<file path="src/rtl/sound_i2s_tx.sv">
// I2S / left-justified serialiser for a stereo pair of signed PCM samples.
// BCLK, LRCK and SDATA are all registered outputs derived from CLK.
module sound_i2s_tx #(
    parameter int DATA_WIDTH     = 16,
    parameter int SLOT_WIDTH     = 32,
    parameter int BCLK_DIV       = 4,
    parameter int LEFT_JUSTIFIED = 0
) (
    input  logic                  RESET_n,
    input  logic                  CLK,
    input  logic [DATA_WIDTH-1:0] SOUND_L,
    input  logic [DATA_WIDTH-1:0] SOUND_R,
    input  logic                  MUTE,
    output logic                  SAMPLE_STB,
    output logic                  I2S_BCLK,
    output logic                  I2S_LRCK,
    output logic                  I2S_SDATA
);

    localparam int DIV_W = (BCLK_DIV > 2) ? $clog2(BCLK_DIV) : 1;
    localparam int B_W   = $clog2(2 * SLOT_WIDTH);
    localparam int IDX_W = (DATA_WIDTH > 1) ? $clog2(DATA_WIDTH) : 1;
    localparam int K_OFS = (LEFT_JUSTIFIED != 0) ? 0 : 1;

    localparam logic [DIV_W-1:0] DIV_LAST = DIV_W'(BCLK_DIV - 1);
    localparam logic [B_W-1:0]   B_LAST   = B_W'(2 * SLOT_WIDTH - 1);
    localparam logic [B_W-1:0]   B_HALF   = B_W'(SLOT_WIDTH);

    logic [DIV_W-1:0]      div_cnt;
    logic [B_W-1:0]        b;
    logic [B_W-1:0]        b_nxt;
    logic [B_W-1:0]        p_nxt;
    logic [DATA_WIDTH-1:0] hold_l;
    logic [DATA_WIDTH-1:0] hold_r;
    logic [DATA_WIDTH-1:0] hold_l_nxt;
    logic [DATA_WIDTH-1:0] hold_r_nxt;
    logic [DATA_WIDTH-1:0] word_nxt;
    logic [IDX_W-1:0]      idx_nxt;
    logic                  bclk_fall;
    logic                  frame_wrap;
    logic                  right_nxt;
    logic                  sdata_nxt;
    int                    k_nxt;

    // Everything below describes the state that takes effect at the next BCLK fall,
    // so a freshly captured sample can already drive the first data bit.
    always_comb begin
        bclk_fall  = (div_cnt == DIV_LAST) && I2S_BCLK;
        frame_wrap = (b == B_LAST);
        b_nxt      = frame_wrap ? '0 : b + B_W'(1);
        right_nxt  = (b_nxt >= B_HALF);
        p_nxt      = right_nxt ? b_nxt - B_HALF : b_nxt;
        hold_l_nxt = hold_l;
        hold_r_nxt = hold_r;
        if (frame_wrap) begin
            hold_l_nxt = MUTE ? '0 : SOUND_L;
            hold_r_nxt = MUTE ? '0 : SOUND_R;
        end
        word_nxt  = right_nxt ? hold_r_nxt : hold_l_nxt;
        k_nxt     = int'(p_nxt) - K_OFS;
        idx_nxt   = IDX_W'(DATA_WIDTH - 1 - k_nxt);
        sdata_nxt = (k_nxt >= 0 && k_nxt < DATA_WIDTH) ? word_nxt[idx_nxt] : 1'b0;
    end

    always_ff @(posedge CLK or negedge RESET_n) begin
        if (!RESET_n) begin
            div_cnt    <= '0;
            b          <= B_LAST;
            hold_l     <= '0;
            hold_r     <= '0;
            SAMPLE_STB <= 1'b0;
            I2S_BCLK   <= 1'b0;
            I2S_LRCK   <= 1'b1;
            I2S_SDATA  <= 1'b0;
        end else begin
            SAMPLE_STB <= 1'b0;
            if (div_cnt == DIV_LAST) begin
                div_cnt  <= '0;
                I2S_BCLK <= ~I2S_BCLK;
            end else begin
                div_cnt <= div_cnt + DIV_W'(1);
            end
            if (bclk_fall) begin
                b          <= b_nxt;
                hold_l     <= hold_l_nxt;
                hold_r     <= hold_r_nxt;
                I2S_LRCK   <= right_nxt;
                I2S_SDATA  <= sdata_nxt;
                SAMPLE_STB <= frame_wrap;
            end
        end
    end

endmodule

</file>
<file path="config.mk">
export PLATFORM = sky130hd
export DESIGN_NAME = sound_i2s_tx
export DESIGN_NICKNAME = d
export VERILOG_FILES = /design/src/rtl/sound_i2s_tx.sv
export SDC_FILE = /design/constraint.sdc
export NUM_CORES = 1
export LEC_CHECK = 0
export ABC_CLOCK_PERIOD_IN_PS = 5800
export CAP_MARGIN = 20
export CORE_MARGIN = 5
export CORE_UTILIZATION = 25
export DETAILED_ROUTE_END_ITERATION = 7
export REMOVE_ABC_BUFFERS = 1
export SLEW_MARGIN = 20
export SYNTH_ARGS = -nofsm -noshare
export SYNTH_HDL_FRONTEND = slang
export SYNTH_SLANG_ARGS = --single-unit
</file>
<file path="constraint.sdc">
create_clock -name CLK -period 5.8 [get_ports CLK]
set_clock_uncertainty 0.2 [all_clocks]
set_input_delay 0.58 -clock CLK [delete_from_list [all_inputs] [get_ports CLK]]
set_output_delay 0.58 -clock CLK [all_outputs]
set_load 0.1 [all_outputs]
</file>
==> flow_summary.json <==
{
  "final_nets": 345,
  "cp_max_fo": 11,
  "finalSetupViolations": 0,
  "timing.final.crit_share_pct": 58.3,
  "track_usage_pct": 10.7,
  "grt-ovfl-total": 0,
  "grt_first_pass_wirelength_um": 10800,
  "numClockSinks": 44,
  "synth_area_leader_cell": "dfrtp_1",
  "dr_total_vias": 2097,
  "design_area_mm2": 0.00308,
  "dpl_cell_area_mm2": 0.00299,
  "dieArea_mm2": 0.0122,
  "cp.arrival_ps": 3400,
  "antennaDiodeCount": 0,
  "fin_tns_setup_ps": 0,
  "ioPinCount": 39,
  "synth_area_leaders": "dfrtp_1 (37%), o21ai_0 (8.9%), nand2b_1 (7.7%), dfstp_2 (7.3%), nand2_1 (6.5%)",
  "synth_top_area_share_pct": 36.6,
  "ctsResizeCount": 0,
  "status": "finished, final reports clean",
  "h-tree-depth": 2,
  "rsz0062_at_grt": "no",
  "viasPerCell": 4.76,
  "rows": 36,
  "r2r_setup_slack_ps": 2420,
  "yosysMostFrequentCell": "o21ai_0",
  "fin_crit_ps": 3380,
  "antenna_found_initial": 0,
  "avgSynthCellArea_um2": 9.04,
  "synthTopCellsByCount": "o21ai_0 (45), nand2_1 (44), dfrtp_1 (37)",
  "syn_inst": 280,
  "cp.required_ps": 5820,
  "chipWidth_um": 111,
  "cts_max_path_buffers": 2,
  "cts_tree": "yes",
  "yosys_warnings": 0,
  "place.gp.congestion": 0.928,
  "hold_buffers": 0,
  "drt_pre_antenna_iters": 4,
  "ys_types": 62,
  "ant_nets": 0,
  "synth_seq_cells": 44,
  "synth_area_mm2": 0.00253,
  "io_buffer_count": 38,
  "drc_errors": 0,
  "root_buffer": "clkbuf_8",
  "async_reset_ff_share_pct": 100,
  "start_util_pct": 25.8,
  "cts.clk_slew.worst_paths_ps": 90,
  "hpwl_um": 4550,
  "synth.yosys.seq_area_share_pct": 43.8,
  "grt_pass1_vias": 2128,
  "relSlewSlack_pct": 33.9,
  "syn_to_final_growth_pct": 21.6,
  "cp-end-kind": "register",
  "drv_cap": 0,
  "hold_path.class": "in -> async",
  "powerDensity_mw_per_mm2": 176,
  "critPathKind": "reg -> reg",
  "worst_slew_pin_slew_ps": 986,
  "cts_made_buffers": 5,
  "avgRoutedWirePerCell_um": 14.4,
  "die-height_um": 111,
  "peakVddDrop_mv": 0.0787,
  "leakage_nw": 1.25,
  "hold_viol_final": 0,
  "synth_edf_count": 0,
  "coreArea_mm2": 0.00982,
  "clock_latency_ps": 310,
  "grt_max_degree": 45,
  "drive_gt1_share_pct": 10.1,
  "synth_ff_type": "dfrtp_1",
  "max_freq_mhz": 296,
  "wirelength_um": 6350,
  "cts_setup_buffers": 0,
  "drt_iter0_markers": 126,
  "slew_violations": 0,
  "critPathLaunchType": "register"
}
==> worst max-delay path: stages, from the launching register on <==
cell and delay [ps]:
dfstp_2 610, ha_1 370, a21oi_2 90, o21ai_1 780, a311oi_1 210, a221o_1 370
a2111oi_2 360, a211oi_1 100, o31ai_2 220
==> power breakdown <==
group | internal, W | switching (W) | total, W
combinational | 0.0000257 | 0.0000155 | 0.0000412
clock | 0.0000844 | 0.000110 | 0.000194
sequential | 0.000307 | 0.000000155 | 0.000307
==> area by class of cell <==
cell class              count  area (um^2)
flip-flops and latches     44         1110
fillers                  1093         6740
inverters                   7         26.3
repair buffers             39          385
clock buffers               6         72.6
clock inverters             2         12.5
well taps                 133          166
multi-input cells         210         1310
==> metrics by stage <==
stage               hold slack (ps)  setup WS [ps]  utilization, %  total power (W)  instances
finish                         61.6           2420            31.4         0.000543        441
global route                    105           2120            31.4         0.000568        441
floorplan                      84.4           2850               -         0.000322        261
CTS                             235           2410            31.3         0.000548        441
global placement                214           2520            30.5         0.000355        433
detailed placement              224           2450            30.5         0.000355        433
==> cell usage in the layout (no fill, tap or decap), types with 3 or more instances in the layout <==
cell type and count:
nand2b_1 31, clkbuf_8 5, dfrtp_1 37, inv_1 6, nor2_1 9, o221ai_1 3
o21ai_1 3, nand2_1 44, ha_1 3, nand3_1 5, nor3_1 4, o21ai_0 45
clkdlybuf4s50_1 37, dfstp_2 7, xnor2_1 5, a21oi_1 8
==> path summary, 6_finish.rpt <==
check | from | end | cells past startpoint
worst max register to register | b[0] | I2S_SDATA | 8
worst min register to register | div_cnt[0] | div_cnt[0] | 1
min in group CLK | div_cnt[0] | div_cnt[0] | 1
worst min-delay path | RESET_n | hold_l[7] | 1
max in group asynchronous | RESET_n | b[0] | 1
worst max-delay path | b[0] | I2S_SDATA | 8
==> sequential cells by signal, indices dropped and copies added (netlist names) <==
register / flops
I2S_LRCK: 1
I2S_BCLK: 1
hold_r: 16
b: 6
I2S_SDATA: 1
hold_l: 16
SAMPLE_STB: 1
div_cnt: 2
==> logic make-up after synthesis <==
family	share of synthesized area (%)
fa+ha+maj	1.48
flops	43.8
xor+xnor	2.08
simple gates	22.6
compound gates	23.3
mux	2.12
buf+inv	4.59
==> per-layer routing <==
layer	wire length, um	global-route usage [%]
met4	101	3.78
met2	2990	17.0
met3	234	2.24
met5	0	0
met1	3030	14.4
Power figures use the tool's default switching activity.
